**src/rtl/full_sub.sv**
```systemverilog
// full_sub: registered WIDTH-bit ripple-borrow subtractor computing a - b - bin.
// The chain is built from 1-bit full-subtractor cells. Results appear one cycle
// after an in_valid strobe. Nothing combinational connects the inputs to the outputs.
// Optional macro FULL_SUB_OVF_EN adds a registered signed-overflow output ovf.

// One bit of the borrow chain.
module full_sub_cell (
    input  logic a,
    input  logic b,
    input  logic bi,
    output logic d,
    output logic bo
);
    assign d  = a ^ b ^ bi;
    assign bo = (~a & b) | (~(a ^ b) & bi);
endmodule

module full_sub #(
    parameter int WIDTH = 1
) (
    input  logic             clk,
    input  logic             rst_n,
    input  logic             in_valid,
    input  logic [WIDTH-1:0] a,
    input  logic [WIDTH-1:0] b,
    input  logic             bin,
    output logic             out_valid,
    output logic [WIDTH-1:0] diff,
    output logic             bout
`ifdef FULL_SUB_OVF_EN
   ,output logic             ovf
`endif
);
    // brw[i+1] is the borrow out of cell i; brw[0] is the external borrow-in.
    logic [WIDTH:0]   brw;
    logic [WIDTH-1:0] d_c;

    assign brw[0] = bin;

    genvar i;
    generate
        for (i = 0; i < WIDTH; i++) begin : g_cell
            full_sub_cell u_cell (
                .a  (a[i]),
                .b  (b[i]),
                .bi (brw[i]),
                .d  (d_c[i]),
                .bo (brw[i+1])
            );
        end
    endgenerate

`ifdef FULL_SUB_OVF_EN
    // Signed overflow: the borrow into the sign cell differs from the borrow out of it.
    logic ovf_c;
    generate
        if (WIDTH >= 2) begin : g_ovf
            assign ovf_c = brw[WIDTH] ^ brw[WIDTH-1];
        end else begin : g_no_ovf
            assign ovf_c = 1'b0;
        end
    endgenerate
`endif

    // Capture the chain result on a valid strobe. Otherwise hold the old result and drop valid.
    always_ff @(posedge clk or negedge rst_n) begin
        if (!rst_n) begin
            out_valid <= 1'b0;
            diff      <= '0;
            bout      <= 1'b0;
`ifdef FULL_SUB_OVF_EN
            ovf       <= 1'b0;
`endif
        end else begin
            out_valid <= in_valid;
            if (in_valid) begin
                diff <= d_c;
                bout <= brw[WIDTH];
`ifdef FULL_SUB_OVF_EN
                ovf  <= ovf_c;
`endif
            end
        end
    end
endmodule

```
**config.mk**
```make
export PLATFORM = sky130hd
export DESIGN_NAME = full_sub
export DESIGN_NICKNAME = d
export VERILOG_FILES = /design/src/rtl/full_sub.sv
export SDC_FILE = /design/constraint.sdc
export NUM_CORES = 1
export LEC_CHECK = 0
export ABC_CLOCK_PERIOD_IN_PS = 800
export CORE_AREA = 2 2 39 41
export DETAILED_ROUTE_END_ITERATION = 6
export DIE_AREA = 0 0 41 43
export PLACE_DENSITY = 0.34
export SETUP_SLACK_MARGIN = 0.1
export SLEW_MARGIN = 20
export SYNTH_ARGS = -nofsm -noshare
export SYNTH_HDL_FRONTEND = slang
export SYNTH_SLANG_ARGS = --single-unit
```
**constraint.sdc**
```tcl
create_clock -name clk -period 0.8 [get_ports clk]
set_input_delay 0.08 -clock clk [delete_from_list [all_inputs] [get_ports clk]]
set_output_delay 0.08 -clock clk [all_outputs]
set_load 0.03 [all_outputs]
```
* Yosys cells after proc, flatten, opt, wreduce, memory -nomap -nowiden
Index checks and enable logic that the tools add are counted.
** Storage, ports and cells
- Input bits :: 6
- Register bits after elaboration :: 3
- Output and inout port bits :: 3
- Logic and storage cells :: 10
** Operators by class
- Bitwise gates (word level) :: 7
** Operators by type and width (count)
- bitwise AND 1 bit :: 2
- NOT 1 bit :: 2
- XOR 1 bit :: 2
- bitwise OR 1 bit :: 1

* Longest topological paths before layout
- Depth after elaboration :: 4
- Gate-level depth with buffers :: 3
- Depth with buffers taken out :: 3

* Modules after synthesis
Synthesis repeated with hierarchy kept, for this count alone.
** Second synthesis, totals
- Cell total of the unflattened synthesis :: 9
- Area total of the unflattened synthesis :: 128.9 um^2
** Modules (own cells, without submodules)
- full_sub :: area each 97.6 um^2, sequential area each 75.1 um^2, cells an instance 5, times used 1
- full_sub_cell :: area each 31.3 um^2, sequential area each 0.0 um^2, cells an instance 4, times used 1

* Worst setup path before layout
OpenSTA, ideal clock, no wires.
- Kind :: input-to-reg
- From :: input b
- To :: register diff
- Path slack :: -0.122 ns
- Data arrival time :: 0.797 ns
- Setup time :: 0.125 ns
- Path buffers :: 0
- Required time :: 0.675 ns
- Stages on the path :: 3
- Path through :: inv_1 > fa_1 > mux2_4
** Between the ends
- Word-level cells in the longest chain between the ends :: 2
** Ends and longest elaborated chain
- from (decl) :: line 25 : input logic [WIDTH-1:0] b,
- XOR 1 bit (2 in a row) :: line 14 : assign d = a ^ b ^ bi;
- named net d_c :: line 36 : logic [WIDTH-1:0] d_c;
- to (signal assigned) :: line 69 : diff <= '0;
- to (signal assigned) :: line 77 : diff <= d_c;
- to (decl) :: line 28 : output logic [WIDTH-1:0] diff,
The timed path passes the listed nets, and every way through them passes these cells.
A chain may end at the register's enable or synchronous reset.

* Worst setup path in the final report
- From :: register bout
- To :: output bout
** RTL lines
- from (decl) :: line 29 : output logic bout
- from (signal assigned) :: line 78 : bout <= brw[WIDTH];
No word-level cell between the ends.

==> impl_results.md <==
* Status: complete, but fails checks
* Failing checks: setup timing
* Initial antenna violation count at 0
* R2R Setup Slk at about 30 ps
* Die area at about 1800 um2
* Count of final hold-check violations at 0
* CP endpoint kind: output pin
* Footprint of the multi-input gates at about 55 um2
* Mapped cell area at 126 um2
* Most frequent cell after synthesis: dfrtp_1
* Largest fanout on the critical path at 2
* Final instance area at 289 um2
* CP Class: reg2out
* Post-Route WL at 293 um
* Cell row count at 14
* RSZ-0062 raised after global routing: true
* Max-Cap Viols at 0
* Initial Utilization at 0.0913
* Fin nets at 31
* Fill cells at around 160
* TritonCTS clock tree: yes
* I/O Buffers at 8
* Via-per-instance ratio at approximately 2.9
* Critical path startpoint category: register
* Max_slew headroom at 0.912
* Clock Sinks at 3
* Cells after synthesis at 9
* Num CTS Buffers at 3
* Syn avg cell area at approximately 14 um2
* Synth top area share at 0.594
* ANT nets after route at 0
* Grt ovf at 0
* FF-to-FF Start: diff
* Async set or reset register ratio after synthesis at 1.00
* Actual slew at the worst max-slew pin at roughly 130 ps
* Dpl ws at -752 ps
* Total Routing Usage GR at 0.0554
* DRT iter0 DRCs at 1
* Leak pwr at ~0.13 nW
* R2r endpoint: diff
* Clock Latency Late Sink at ~230 ps
* Top delay family on crit path: flip-flops
* Worst path max stage delay at around 400 ps
* Final min period at about 840 ps
* # DRC at 0
* Clock Path Buffers at 2
* DP Area at approximately 240 um2
* Cell Pwr Density at 2110 nW/um2
* Core Util, Final at 0.209
* Clock Skews at 0 ps
* P&R area growth vs syn at 129%
* Worst path slowest cell: dfrtp_2
* Chip width at just over 40 um
* Period utilization at 1.05
* First-pass GRT wire length at 531 um
* Antenna Diode Count at 0
* # setup viols final at 3
* R2R cell count at 1
* Critical Path, Cell by Cell: buf_6
* Syn nets at 16
* Top cells by count, synth: dfrtp_1 (3), inv_1 (2)
* Die height at between 40 and 50 um
* Synth cell types at 6
* First-pass DRT Iterations at 2
* Post-synthesis sequential area ratio at 0.594
* Top post-synthesis cells by area: dfrtp_1 (59%), fa_1 (16%), mux2_4 (12%)
* Clock slew at reported path FFs at about 40 ps
* CP Buf/Inv Count at 1
* Final worst setup slack at -43.1 ps
* CP Data Required Time at 720 ps
* VDD IR max at 353 uV
* Yosys warns at 0
* Placer Congestion at 0.546
* Min-Delay Path Class: in2async
* Ports at 9
* Area leader, netlist: dfrtp_1
* Routed vias at 114
* Final Slew Violations at 0
* Layout cells sized above 1 at 0.739
* Maximum clock rate at about 1.2 GHz
* Critical Path AT at approximately 760 ps
* Vias in the first global route at between 100 and 150
* Clock root buffer: clkbuf_4
* Seq. cell area at around 76 um2
* Main synth FF type: dfrtp_1
* H-tree Lvls at 1
* Wire per inst at ~7.5 um
* Post-synth EDFFs at 0
* Seq cells post-synth at 3
* Core area at 1380 um2
* Pin count of the biggest net entering global routing at 4
## logic make-up (layout without fill, tap and decap cells)
family                     after synthesis  count (layout)  share of synthesized area
DFF                                      3               3                      0.594
buffers and inverters                    2              16                     0.0594
adders and majority gates                1               1                      0.158
AOI/OAI and AO/OA                        1               1                     0.0396
muxes                                    1               1                      0.119
and+or+nand+nor                          1               1                     0.0297
## power by group
| part | leakage [nW] | internal [mW] | switching [mW] |
|---|---|---|---|
| Clock | 0.0150 | 0.187 | 0.0737 |
| Sequential | 0.0336 | 0.172 | 0.0135 |
| Combinational | 0.0817 | 0.0895 | 0.0745 |
| Total | 0.130 | 0.448 | 0.162 |
## layout by cell type (no fill, tap or decap)
cell type,n
buf_6,5
clkbuf_4,3
dfrtp_1,2
clkdlybuf4s50_1,2
buf_4,2
inv_8,1
nor2_4,1
a21oi_2,1
mux2_4,1
inv_2,1
fa_1,1
dfrtp_2,1
clkbuf_1,1
buf_2,1
## cell type report
cell class	instances	share of cell area
clock buffer	4	0.0909
timing repair buffer	10	0.333
sequential	3	0.264
inverter	2	0.0519
tap	16	0.0693
multi-input combinational	4	0.190
## registers in the layout (all words and copies together) (netlist names)
register	cells
bout	1
diff	1
out_valid	1
## worst max path at each step
stage	from	endpoint	slack, ps	cells past startpoint
after detailed placement	b	diff	-750	4
after global placement	b	diff	-740	4
after floorplan	b	diff	-120	3
final	bout	bout	-40	1
after CTS	bout	bout	-60	1
after global routing	diff	diff	-70	1
## stage by stage
step                      hold slack (ps)  cells  TNS [ps]  power (mW)
after floorplan                      -216      9      -122       0.249
after global placement                270     34     -1290       0.319
after detailed placement              271     34     -1310       0.322
after CTS                            23.4     39      -137       0.620
after global routing                 32.7     39      -179       0.651
final                                29.5     39     -95.1       0.610
## per-layer routing
metal | share of wire | routed length (um) | track usage | up-vias
met2 | 0.38 | 112 | 0.0563 | 9
met5 | 0 | 0 | 0 | -
met4 | 0.014 | 4 | 0.0800 | 0
met3 | 0.21 | 61 | 0.0471 | 2
li1 | - | - | - | 54
met1 | 0.39 | 115 | 0.0519 | 49
## repair_timing
action	in CTS	in global routing
gates resized for setup	18	3
cloned	0	0
hold buffers	0	0
pin swaps	1	0
buffers inserted	1	0
endpoints found under the setup margin	5	5
(Power assumes the default switching activity.)
